**config.mk**
```make
export PLATFORM = sky130hd
export DESIGN_NAME = dcache_miss_ctrl
export DESIGN_NICKNAME = d
export VERILOG_FILES = /design/src/rtl/dcache_pkg.sv /design/src/rtl/dcache_perf_cnt.sv /design/src/rtl/dcache_miss_ctrl.sv
export SDC_FILE = /design/constraint.sdc
export NUM_CORES = 1
export LEC_CHECK = 0
export BUFFER_PORTS_ARGS = -buffer_cell sky130_fd_sc_hd__buf_2
export CAP_MARGIN = 25
export CORE_ASPECT_RATIO = 0.8
export CORE_UTILIZATION = 54
export DETAILED_ROUTE_END_ITERATION = 8
export PLACE_DENSITY_LB_ADDON = 0.12
export SYNTH_ARGS = -nofsm -noshare
export SYNTH_HDL_FRONTEND = slang
export SYNTH_SLANG_ARGS = --single-unit
```
**constraint.sdc**
```tcl
create_clock -name clk -period 3.6 [get_ports clk]
set_input_delay 0.36 -clock clk [delete_from_list [all_inputs] [get_ports clk]]
set_output_delay 0.36 -clock clk [all_outputs]
set_load 0.02 [all_outputs]
```
**src/rtl/dcache_pkg.sv**
```systemverilog
// Shared types and lane helpers for the data cache miss controller.
// Imported by dcache_miss_ctrl and dcache_perf_cnt.
package dcache_pkg;

   typedef enum logic [2:0] {
      IDLE,
      RD_REQ,
      RD_WAIT,
      FILL,
      WR_REQ
   } state_t;

   typedef enum logic [2:0] {
      WD_W  = 3'b000,
      WD_H  = 3'b001,
      WD_B  = 3'b010,
      WD_HU = 3'b101,
      WD_BU = 3'b110
   } width_t;

   localparam logic [3:0] BE_ALL = 4'b1111;

   function automatic logic [3:0] be_from_width(
      input logic [2:0] width,
      input logic [1:0] off
   );
      logic [3:0] be;
      be = BE_ALL;
      case (width)
         WD_H, WD_HU: be = off[1] ? 4'b1100 : 4'b0011;
         WD_B, WD_BU: be = 4'b0001 << off;
         default:     be = BE_ALL;
      endcase
      return be;
   endfunction

   function automatic logic [31:0] store_data(
      input logic [2:0]  width,
      input logic [31:0] wdata
   );
      logic [31:0] d;
      d = wdata;
      case (width)
         WD_H, WD_HU: d = {2{wdata[15:0]}};
         WD_B, WD_BU: d = {4{wdata[7:0]}};
         default:     d = wdata;
      endcase
      return d;
   endfunction

   function automatic logic [31:0] load_extract(
      input logic [31:0] word,
      input logic [2:0]  width,
      input logic [1:0]  off
   );
      logic [15:0] h;
      logic [7:0]  b;
      logic [31:0] d;
      h = off[1] ? word[31:16] : word[15:0];
      b = word[{off, 3'b000} +: 8];
      case (width)
         WD_H:    d = {{16{h[15]}}, h};
         WD_HU:   d = {16'h0000, h};
         WD_B:    d = {{24{b[7]}}, b};
         WD_BU:   d = {24'h000000, b};
         default: d = word;
      endcase
      return d;
   endfunction

endpackage

```
**src/rtl/dcache_perf_cnt.sv**
```systemverilog
// Wrapping event counters for cache hits, misses and stores.
// Only instantiated when DCACHE_PERF_EN is defined.
module dcache_perf_cnt
   import dcache_pkg::*;
(
   input  logic        clk,
   input  logic        rst_n,
   input  logic        hit_inc,
   input  logic        miss_inc,
   input  logic        wr_inc,
   output logic [31:0] perf_hits,
   output logic [31:0] perf_misses,
   output logic [31:0] perf_wr
);

   always_ff @(posedge clk or negedge rst_n) begin
      if (!rst_n) begin
         perf_hits   <= '0;
         perf_misses <= '0;
         perf_wr     <= '0;
      end else begin
         if (hit_inc)  perf_hits   <= perf_hits + 32'd1;
         if (miss_inc) perf_misses <= perf_misses + 32'd1;
         if (wr_inc)   perf_wr     <= perf_wr + 32'd1;
      end
   end

endmodule

```
**src/rtl/dcache_miss_ctrl.sv**
```systemverilog
// Data cache sequencer: hit loads, read-miss refill, write-through stores.
// Define DCACHE_PERF_EN to add perf_hits/perf_misses/perf_wr counters.
module dcache_miss_ctrl
   import dcache_pkg::*;
#(
   parameter int ADDR_W = 32,
   parameter int DATA_W = 32,
   parameter int TO_CYC = 64
) (
   input  logic              clk,
   input  logic              rst_n,
   input  logic              cpu_req,
   input  logic              cpu_wen,
   input  logic [ADDR_W-1:0] cpu_addr,
   input  logic [DATA_W-1:0] cpu_wdata,
   input  logic [2:0]        cpu_width,
   output logic              cpu_stall,
   output logic [DATA_W-1:0] cpu_rdata,
   output logic              cpu_err,
   input  logic              c_hit,
   input  logic [DATA_W-1:0] c_rdata,
   output logic              c_fill,
   output logic              c_wr,
   output logic [3:0]        c_be,
   output logic [DATA_W-1:0] c_wdata,
   output logic              ram_req,
   output logic              ram_we,
   output logic [ADDR_W-1:0] ram_addr,
   output logic [DATA_W-1:0] ram_wdata,
   output logic [3:0]        ram_be,
   input  logic              ram_ack,
   input  logic              ram_rvalid,
   input  logic [DATA_W-1:0] ram_rdata
`ifdef DCACHE_PERF_EN
  ,output logic [31:0]       perf_hits
  ,output logic [31:0]       perf_misses
  ,output logic [31:0]       perf_wr
`endif
);

   localparam int CW = $clog2(TO_CYC + 1);

   state_t            state;
   logic [CW-1:0]     to_cnt;
   logic [CW-1:0]     to_nxt;
   logic [2:0]        lat_width;
   logic [1:0]        lat_off;
   logic [DATA_W-1:0] rd_word;

   logic accept;
   logic ld_hit;
   logic ld_miss;
   logic st;
   logic to_hit;

   assign accept  = (state == IDLE) && cpu_req;
   assign ld_hit  = accept && !cpu_wen && c_hit;
   assign ld_miss = accept && !cpu_wen && !c_hit;
   assign st      = accept && cpu_wen;

   // Fires in the TO_CYC-th cycle spent waiting in a RAM state.
   assign to_hit = (state inside {RD_REQ, RD_WAIT, WR_REQ})
                && (to_cnt == CW'(TO_CYC - 1));
   assign to_nxt = (to_cnt == CW'(TO_CYC)) ? to_cnt : to_cnt + CW'(1);

   always_comb begin
      cpu_stall = 1'b0;
      cpu_rdata = '0;
      cpu_err   = 1'b0;
      c_fill    = 1'b0;
      c_wr      = 1'b0;
      c_be      = '0;
      c_wdata   = '0;
      unique case (state)
         IDLE: begin
            cpu_stall = ld_miss || st;
            if (ld_hit)
               cpu_rdata = load_extract(c_rdata, cpu_width,
                                        cpu_addr[1:0]);
            if (st && c_hit) begin
               c_wr    = 1'b1;
               c_be    = be_from_width(cpu_width, cpu_addr[1:0]);
               c_wdata = store_data(cpu_width, cpu_wdata);
            end
         end
         RD_REQ, RD_WAIT: begin
            cpu_stall = !to_hit
                     || (state == RD_REQ ? ram_ack : ram_rvalid);
            cpu_err   = !cpu_stall;
         end
         FILL: begin
            c_fill    = 1'b1;
            c_wdata   = rd_word;
            cpu_rdata = load_extract(rd_word, lat_width, lat_off);
         end
         WR_REQ: begin
            cpu_stall = !(ram_ack || to_hit);
            cpu_err   = to_hit && !ram_ack;
         end
         default: cpu_stall = 1'b0;
      endcase
   end

   always_ff @(posedge clk or negedge rst_n) begin
      if (!rst_n) begin
         state     <= IDLE;
         to_cnt    <= '0;
         ram_req   <= 1'b0;
         ram_we    <= 1'b0;
         ram_addr  <= '0;
         ram_wdata <= '0;
         ram_be    <= '0;
         lat_width <= '0;
         lat_off   <= '0;
         rd_word   <= '0;
      end else begin
         unique case (state)
            IDLE: begin
               to_cnt <= '0;
               if (ld_miss) begin
                  state     <= RD_REQ;
                  ram_req   <= 1'b1;
                  ram_we    <= 1'b0;
                  ram_addr  <= {cpu_addr[ADDR_W-1:2], 2'b00};
                  ram_wdata <= '0;
                  ram_be    <= '0;
                  lat_width <= cpu_width;
                  lat_off   <= cpu_addr[1:0];
               end else if (st) begin
                  state     <= WR_REQ;
                  ram_req   <= 1'b1;
                  ram_we    <= 1'b1;
                  ram_addr  <= {cpu_addr[ADDR_W-1:2], 2'b00};
                  ram_wdata <= store_data(cpu_width, cpu_wdata);
                  ram_be    <= be_from_width(cpu_width,
                                             cpu_addr[1:0]);
               end
            end
            RD_REQ: begin
               if (ram_ack) begin
                  state   <= RD_WAIT;
                  ram_req <= 1'b0;
                  to_cnt  <= '0;
               end else if (to_hit) begin
                  state   <= IDLE;
                  ram_req <= 1'b0;
                  to_cnt  <= '0;
               end else begin
                  to_cnt  <= to_nxt;
               end
            end
            RD_WAIT: begin
               if (ram_rvalid) begin
                  state   <= FILL;
                  rd_word <= ram_rdata;
                  to_cnt  <= '0;
               end else if (to_hit) begin
                  state   <= IDLE;
                  to_cnt  <= '0;
               end else begin
                  to_cnt  <= to_nxt;
               end
            end
            FILL: begin
               state  <= IDLE;
               to_cnt <= '0;
            end
            WR_REQ: begin
               if (ram_ack || to_hit) begin
                  state   <= IDLE;
                  ram_req <= 1'b0;
                  ram_we  <= 1'b0;
                  to_cnt  <= '0;
               end else begin
                  to_cnt  <= to_nxt;
               end
            end
            default: state <= IDLE;
         endcase
      end
   end

`ifdef DCACHE_PERF_EN
   dcache_perf_cnt u_perf (
      .clk         (clk),
      .rst_n       (rst_n),
      .hit_inc     (ld_hit),
      .miss_inc    (ld_miss),
      .wr_inc      (st),
      .perf_hits   (perf_hits),
      .perf_misses (perf_misses),
      .perf_wr     (perf_wr)
   );
`endif

endmodule

```
-- Word-level counts from Yosys, hierarchy flattened
Index checks and enable logic that the tools add are counted.
- eq/ne operators: 17
- multiplexer cells: 46
- shift operators: 3
- reductions and logical operators: 33
- $add $sub $neg: 1
- operators by type and width (cell ; count):
    $pmux 32 s4 ; 2
    $mux 32 ; 6
    $pmux 32 s2 ; 3
    $shiftx 32x6->8 ; 2
    $mux 7 ; 5
    $mux 16 ; 2
    $pmux 7 s4 ; 1
    $mux 4 ; 5
    $mux 3 ; 6
    $eq 3x3->1 const B ; 5
    $eq 3x2->1 const B ; 4
    $pmux 3 s4 ; 1
    $mux 1 ; 10
    $eq 3x1->1 const B ; 3
    $logic_and 1x1->1 ; 8
    $pmux 4 s2 ; 1
    $reduce_and 2->1 ; 4
    $reduce_or 2->1 ; 4
    $add 7x1->7 const B ; 1
    $eq 7x6->1 const B ; 1
    $eq 7x7->1 const B ; 1
    $logic_not 1->1 ; 6
    $ne 3x3->1 const B ; 2
    $pmux 1 s3 ; 2
    10 further kinds ; 15
- flip-flop bits (word level): 117
- output and inout bits: 142
- input bits: 138
- logic and storage cells: 110

-- Longest topological paths before layout
Gate-level depths: netlist of the first run.
- word-level depth: 7
- gate-level depth with buffers: 7
- gate-level depth less buffers: 6

-- Worst setup path before layout of the first run
No wires, ideal clock.
- kind: reg-to-output
- start point: register state[2]
- end point: output cpu_rdata[1]
- required time: 3240 ps
- arrival time: 1841 ps
- buffers on the path: 2
- cell stages (with the launch flop): 7
- path slack: 1399 ps
- path through: dfrtp_1 > buf_2 > nand2b_1 > nor2_2 > clkbuf_1 > o211ai_1 > o21ai_0
- word-level cells in the longest chain between the ends: 6
- elaborated cells between the ends (all ways): 7
- classes of those cells: eq/ne (1); mux (2); reduce/logical (4)
- RTL lines (element ; line ; RTL):
    start: declaration ; dcache_miss_ctrl.sv:43 ; state_t state;
    start signal: assignment ; dcache_miss_ctrl.sv:106 ; state <= IDLE;
    start signal: assignment ; dcache_miss_ctrl.sv:121 ; state <= RD_REQ;
    start signal: assignment ; dcache_miss_ctrl.sv:130 ; state <= WR_REQ;
    $logic_not 3->1 ; dcache_miss_ctrl.sv:56, dcache_miss_ctrl.sv:74 ;
    $logic_and 1x1->1 ; dcache_miss_ctrl.sv:56 ; assign accept = (state == IDLE) && cpu_req;
    $logic_and 1x1->1 (2 in series) ; dcache_miss_ctrl.sv:57 ; assign ld_hit = accept && !cpu_wen && c_hit;
    $mux 32 ; dcache_miss_ctrl.sv:77 ; if (ld_hit)
    $pmux 32 s2 * ; dcache_miss_ctrl.sv:74 ; unique case (state)
    end: declaration ; dcache_miss_ctrl.sv:18 ; output logic [DATA_W-1:0] cpu_rdata,
Every way passes the cells marked *; elsewhere a longest branch is shown, timed or not.

-- Worst setup path in the final report of the first run
- start point: register state[2]
- end point: output c_wdata[31]
- word-level cells in the longest chain between the ends: 6
- elaborated cells between the ends (all ways): 7
- classes of those cells: eq/ne (1); mux (2); reduce/logical (4)
- RTL lines (element ; line ; RTL):
    $logic_not 3->1 ; dcache_miss_ctrl.sv:56, dcache_miss_ctrl.sv:74 ;
    $logic_and 1x1->1 ; dcache_miss_ctrl.sv:56 ;
    $logic_and 1x1->1 ; dcache_miss_ctrl.sv:59 ; assign st = accept && cpu_wen;
    $logic_and 1x1->1 ; dcache_miss_ctrl.sv:80 ; if (st && c_hit) begin
    $mux 32 ; dcache_miss_ctrl.sv:80 ;
    $pmux 32 s2 * ; dcache_miss_ctrl.sv:74 ;
    end: declaration ; dcache_miss_ctrl.sv:25 ; output logic [DATA_W-1:0] c_wdata,
Marks and branches as above.

==> results.md, run 1 <==
* Status: finished clean
* RSZ-0062 raised after global routing: false
* Post-CTS Setup Repair Bufs at 0
* Async set or reset register ratio after synthesis at 100%
* Die footprint at 13700 µm²
* CTS Buf Count at 17
* Clk_lat worst skew at 0.41 ns
* Ys flop type: dfrtp_1
* Logic pwr share at 45.9%
* P_int at 4300 µW
* Period utilization at 89.5%
* Xor/xnor share of the synthesized area at less than 1%
* Drt first pass iters at 7
* CP arrival at 2.86 ns
* Seq/Total Area, Yosys at between 40% and 50%
* Sequential Power Share at 33.3%
* PortBufs at 277
* Hold crit path type: input port to register
* Sw frac at 46.2%
* Leak at 0.00486 µW
* Starting Density at 55.4%
* Layout Cells excl Fill at 1255
* Number of synthesized flops with an enable pin at 0
* CTS Buffer Depth at 2
* Final total power at 7990 µW
* Via count at 7618
* Total Wirelength at 26200 µm
* Crit path launch: state[2]
* Clk_skew at 0.00824 ns
* Cell count after synthesis at just over 800
* Reg clk slew, reported paths at around 0.060 ns
* Clock Power Share at about a fifth
* Vias in the first global route at 7033
* FF-to-FF Start: state[2]
* Area growth, synth to finish at 29.2%
* Max FO, Critical Path at 20
* Post-route antenna net violation count at 0
* Largest net degree at the start of global routing at 60
* # clock sinks at between 100 and 150
* Initial DRC count at 872
* # setup viols final at 0
* Die W at 131 µm
* Largest family of logic cells by synthesized area: compound AO/OA/AOI/OAI gates
* R2R cell count at 5
* Root Buffer: clkbuf_16
* Max Slew Vio Count at 0
* Mean post-synth cell area at 8.80 µm²
* DR WL/cell at approximately 21 µm
* Adder-cell share of the synthesized area at less than 1%
* Pwr/cell area at ~870 nW/µm²
* NetSw at ~3700 µW
* Cell row count at 37
* Cell count after placement at 1220
* Core area at 12900 µm²
* MaxCap Viol Count at 0
* Synth Area in Simple Gates at 19.6%
* Leading cell type in the layout, fill and taps excluded: buf_2
* Reg2reg end: ram_wdata[31]
* Worst IR Drop VDD at a little over 0.0006 V
* Chip height at approximately 100 µm
* CP Class: register to output port
* H-tree Lvls at 4
* Flop-to-flop setup slack at 1.29 ns
* Worst Tran Pin Value at between 0.7 and 0.8 ns
* Post-synthesis compound-gate area fraction at 22.1%
* Final hold vios at 0
* Max-slew headroom at 49.7%
* Initial antenna violation count at 2
* WP data required at 3.24 ns
* Synth warn at 0
* Post-synthesis mux area share at approximately 13%
* Nets at 1205
* First-pass GRT wire length at 39700 µm
* Crit end category: output port
* Most frequent cells in the layout: buf_2, nand2_1, dfrtp_1
* Final critical-path required period at 3.22 ns
* Setup TNS at 0 ns
* Max Freq at 310 MHz
* DR vias/cell at 6.07
* Detailed placer's ending HPWL at between 15000 and 20000 µm
* Startpoint Class: register
* CTS tree: built
* DRC errors left at 0
* Io pins at 280
* Grt ovf at 0
* Share of cells above drive strength 1 at roughly a third
* GRT Resource Usage Total at slightly below 40%
* Fillers at 1056
* Synth unique cells at 56
* Mapped Area at a little over 7000 µm²
* Critical path destination: c_wdata[31]
* RD Place Congestion at 0.980
* Yosys reg bits at 115
## stage by stage
stage	worst slack [ns]	util, %	hold slack, ns	area, µm²
2_1_floorplan	1.40	-	0.0644	7140
3_3_place_gp	0.926	67.0	0.412	8630
3_5_place_dp	0.873	67.0	0.408	8630
4_1_cts	0.419	71.6	0.121	9210
5_1_grt	0.277	71.6	0.129	9220
6_report	0.377	71.6	0.130	9220
## cell families (layout without fill, tap and decap cells)
family	count (synthesis)	count (layout)
simple gates	312	312
compound gates	233	233
flops	115	115
mux	74	74
buf+inv	73	339
fa+ha+maj	2	2
other cells	1	4
xor+xnor	1	1
## flip-flops by register name, indices dropped and copies added, names as in the netlist
| signal | count |
|---|---|
| ram_be | 4 |
| lat_width | 3 |
| rd_word | 32 |
| state | 3 |
| to_cnt | 7 |
| ram_req | 1 |
| lat_off | 2 |
| ram_addr | 30 |
| ram_we | 1 |
| ram_wdata | 32 |
## cell usage after synthesis, types with 2 or more instances
cell      count  area, µm²
o21a_1        2       15.0
buf_2        17       85.1
mux2_4        5       75.1
nand2_1     181        679
a221oi_1      7       61.3
a22o_1       40        350
or2_2         2       12.5
mux2_1       15        169
buf_4         5       37.5
and2_1        4       25.0
inv_1         8       30.0
nand2b_1     17        106
mux2i_1      22        220
nand3_1      20        100
mux2_2       24        270
dfrtp_1     115       2880
o211ai_1     10       75.1
buf_6         2       22.5
nor2_2        2       12.5
a21o_1       25        188
nor4b_2       2       30.0
nor3_1        2       10.0
and3_1        5       31.3
buf_1         3       11.3
o21ai_0      39        195
nor2_1       48        180
o22ai_1      24        150
a21oi_1      49        245
inv_2         2       7.51
mux4_2        8        180
ha_1          2       25.0
nor2b_1      20        125
nand4_1       2       12.5
clkbuf_1     35        131
o221ai_1      2       17.5
nand3b_1      2       15.0
o22a_1        2       17.5
a211oi_1     23        173
## power by group through the flow
stage | combinational [µW] | sequential [µW] | clock (µW)
3_3_place_gp | 3540 | 2620 | 0
6_report | 3670 | 2660 | 1660
5_1_grt | 3970 | 2720 | 1730
3_5_place_dp | 3590 | 2630 | 0
4_1_cts | 3630 | 2620 | 1670
2_1_floorplan | 2170 | 2730 | 0
## layer usage
metal  track usage, %  routed length [µm]
met5                0                   0
met2             57.1               11600
met3             11.4                3120
met1             52.4               10300
met4             20.3                1240
## cell type report
class,count,area (µm²),area share (%)
clock inverters,15,148,1.60
diodes,2,5.00,0.0543
inverters,10,37.5,0.407
flip-flops and latches,115,2880,31.2
multi-input cells,624,3950,42.9
clock buffers,17,425,4.62
well taps,175,219,2.38
repair buffers,297,1550,16.9
## worst min path at each step
stage / from / to / slack, ns / cells after the start
after global routing: cpu_addr[3] / ram_addr[3] / 0.13 / 3
after CTS: cpu_addr[31] / ram_addr[31] / 0.12 / 3
final: cpu_addr[31] / ram_addr[31] / 0.13 / 3
after detailed placement: rst_n / ram_addr[26] / 0.41 / 1
after floorplan: rst_n / lat_off[0] / 0.06 / 0
after global placement: rst_n / ram_addr[26] / 0.41 / 1
## worst max-delay path: stages (launching register included)
cell,delay [ns]
dfrtp_1,0.58
nor4b_4,0.47
nand2_1,0.31
buf_4,0.30
a211oi_1,0.42
a22o_1,0.19
buf_2,0.16
## what timing repair did
item	in CTS	in global routing
hold buffers	1	0
resized for setup	0	0
hold endpoints to repair	42	0
Power figures use the tool's default switching activity.
==> run 2, diff against run 1 <==
==> constraint.sdc (replaced) <==
create_clock -name clk -period 3.6 [get_ports clk]
set_input_delay 0.18 -clock clk [delete_from_list [all_inputs] [get_ports clk]]
set_output_delay 0.18 -clock clk [all_outputs]
set_load 0.02 [all_outputs]
==> results.md, run 2 (same netlist as run 1, synthesis figures left out) <==
* Status: finished clean
* Leak at 0.00505 µW
* Total Wirelength at 27900 µm
* First-pass GRT wire length at 42300 µm
* Clk_skew at 0.00928 ns
* Post-layout util at 75.4%
* R2R cell count at 4
* Initial antenna violation count at 4
* CTS Buf Count at 17
* Starting Density at 55.4%
* DRC errors left at 0
* Largest registers: ram_wdata: 32 flops, rd_word: 32 flops, ram_addr: 30 flops
* Nets at approximately 1300
* Via count at approximately 8000
* Detailed placer's ending HPWL at 19600 µm
* CP arrival at 2.92 ns
* MaxCap Viol Count at 0
* Reg clk slew, reported paths at 0.06 ns
* WP data required at 3.42 ns
* # setup viols final at 0
* Final critical-path required period at 3.10 ns
* Setup TNS at 0 ns
* Startpoint Class: register
* Clk_lat worst skew at 0.41 ns
* Period utilization at 86.1%
* CTS Buffer Depth at 2
* Hold Path Depth at 2
* Die W at 131 µm
* Cell row count at 37
* # clock sinks at 115
* Post-route antenna net violation count at 0
* Die footprint at 13700 µm²
* Max Freq at 323 MHz
* Drt first pass iters at 7
* DR vias/cell at 6.12
* Post-CTS resize count at 0
* Chip height at 105 µm
* RD Place Congestion at 0.934
* Final hold vios at 0
* Most frequent cells in the layout: buf_2, nand2_1, dfrtp_1
* Initial DRC count at 935
* Area growth, synth to finish at 36.1%
* H-tree Lvls at 4
* Worst Tran Pin Value at just under 1 ns
* Leading cell type in the layout, fill and taps excluded: buf_2
* Max-slew headroom at 35.8%
* Max FO, Critical Path at 23
* CP Class: register to output port
* Layout Cells excl Fill at roughly 1300
* Pwr/cell area at 831 nW/µm²
* Share of cells above drive strength 1 at 33.4%
* Io pins at 280
* Max Slew Vio Count at 0
* Vias in the first global route at around 7700
* Core area at 12900 µm²
* Hold crit path type: input port to register
* Final total power at a little over 8000 µW
* Grt ovf at 0
* DR WL/cell at about 21 µm
* PortBufs at 277
* Cell count after placement at 1219
* CTS hold repair buffers at 53
* Largest net degree at the start of global routing at 63
* Crit end category: output port
* GRT Resource Usage Total at 41.7%
* CTS tree: built
* RSZ-0062 raised after global routing: false
* DP Area at 8620 µm²
* Root Buffer: clkbuf_16
* Post-route cell area at 9710 µm²
* Worst IR Drop VDD at 0.000520 V
* Post-CTS Setup Repair Bufs at 0
run 2: worst paths after layout:
check,startpoint,endpoint,slack (ns)
max,state[2],c_wdata[8],0.50
min,ram_rdata[5],rd_word[5],0.009
max reg2reg,state[2],ram_be[3],1.17
min reg2reg,ram_addr[21],ram_addr[21],0.47
max in group asynchronous,rst_n,to_cnt[6],2.41
min in group asynchronous,rst_n,ram_addr[26],0.39
run 2: report_power, final:
part	switching (µW)	internal, µW	total (µW)	leakage [µW]
registers	783	1880	2670	0.00144
logic	2310	1490	3800	0.00335
clock network	701	902	1600	0.000265
total	3790	4280	8070	0.00505
run 2: through the flow:
step / hold WS (ns) / worst slack (ns)
final: 0.00898 / 0.500
after global routing: 0.00825 / 0.312
after CTS: 0.00226 / 0.578
after detailed placement: 0.314 / 1.01
after global placement: 0.303 / 1.09
after floorplan: -0.116 / 1.58
run 2: per-layer routing:
| metal | global-route usage [%] | vias up | wire [µm] |
|---|---|---|---|
| li1 | - | 3513 | - |
| met1 | 54.6 | 3784 | 10800 |
| met2 | 62.4 | 580 | 12400 |
| met3 | 12.0 | 125 | 3410 |
| met4 | 21.5 | 0 | 1400 |
| met5 | 0 | - | 0 |
run 2: worst max-delay path, cell delays in order, from the launching register on:
cell,delay [ns]
dfrtp_1,0.59
nor4b_4,0.41
nand2_1,0.57
a21oi_1,0.53
a22o_1,0.22
buf_2,0.18
run 2: layout make-up:
type | instances | area [µm²]
Multi-Input combinational cell | 624 | 3950
Fill cell | 973 | 3160
Sequential cell | 115 | 2880
Timing Repair Buffer | 348 | 2070
Clock buffer | 18 | 429
Tap cell | 175 | 219
Clock inverter | 14 | 119
Inverter | 10 | 37.5
Antenna cell | 4 | 10.0
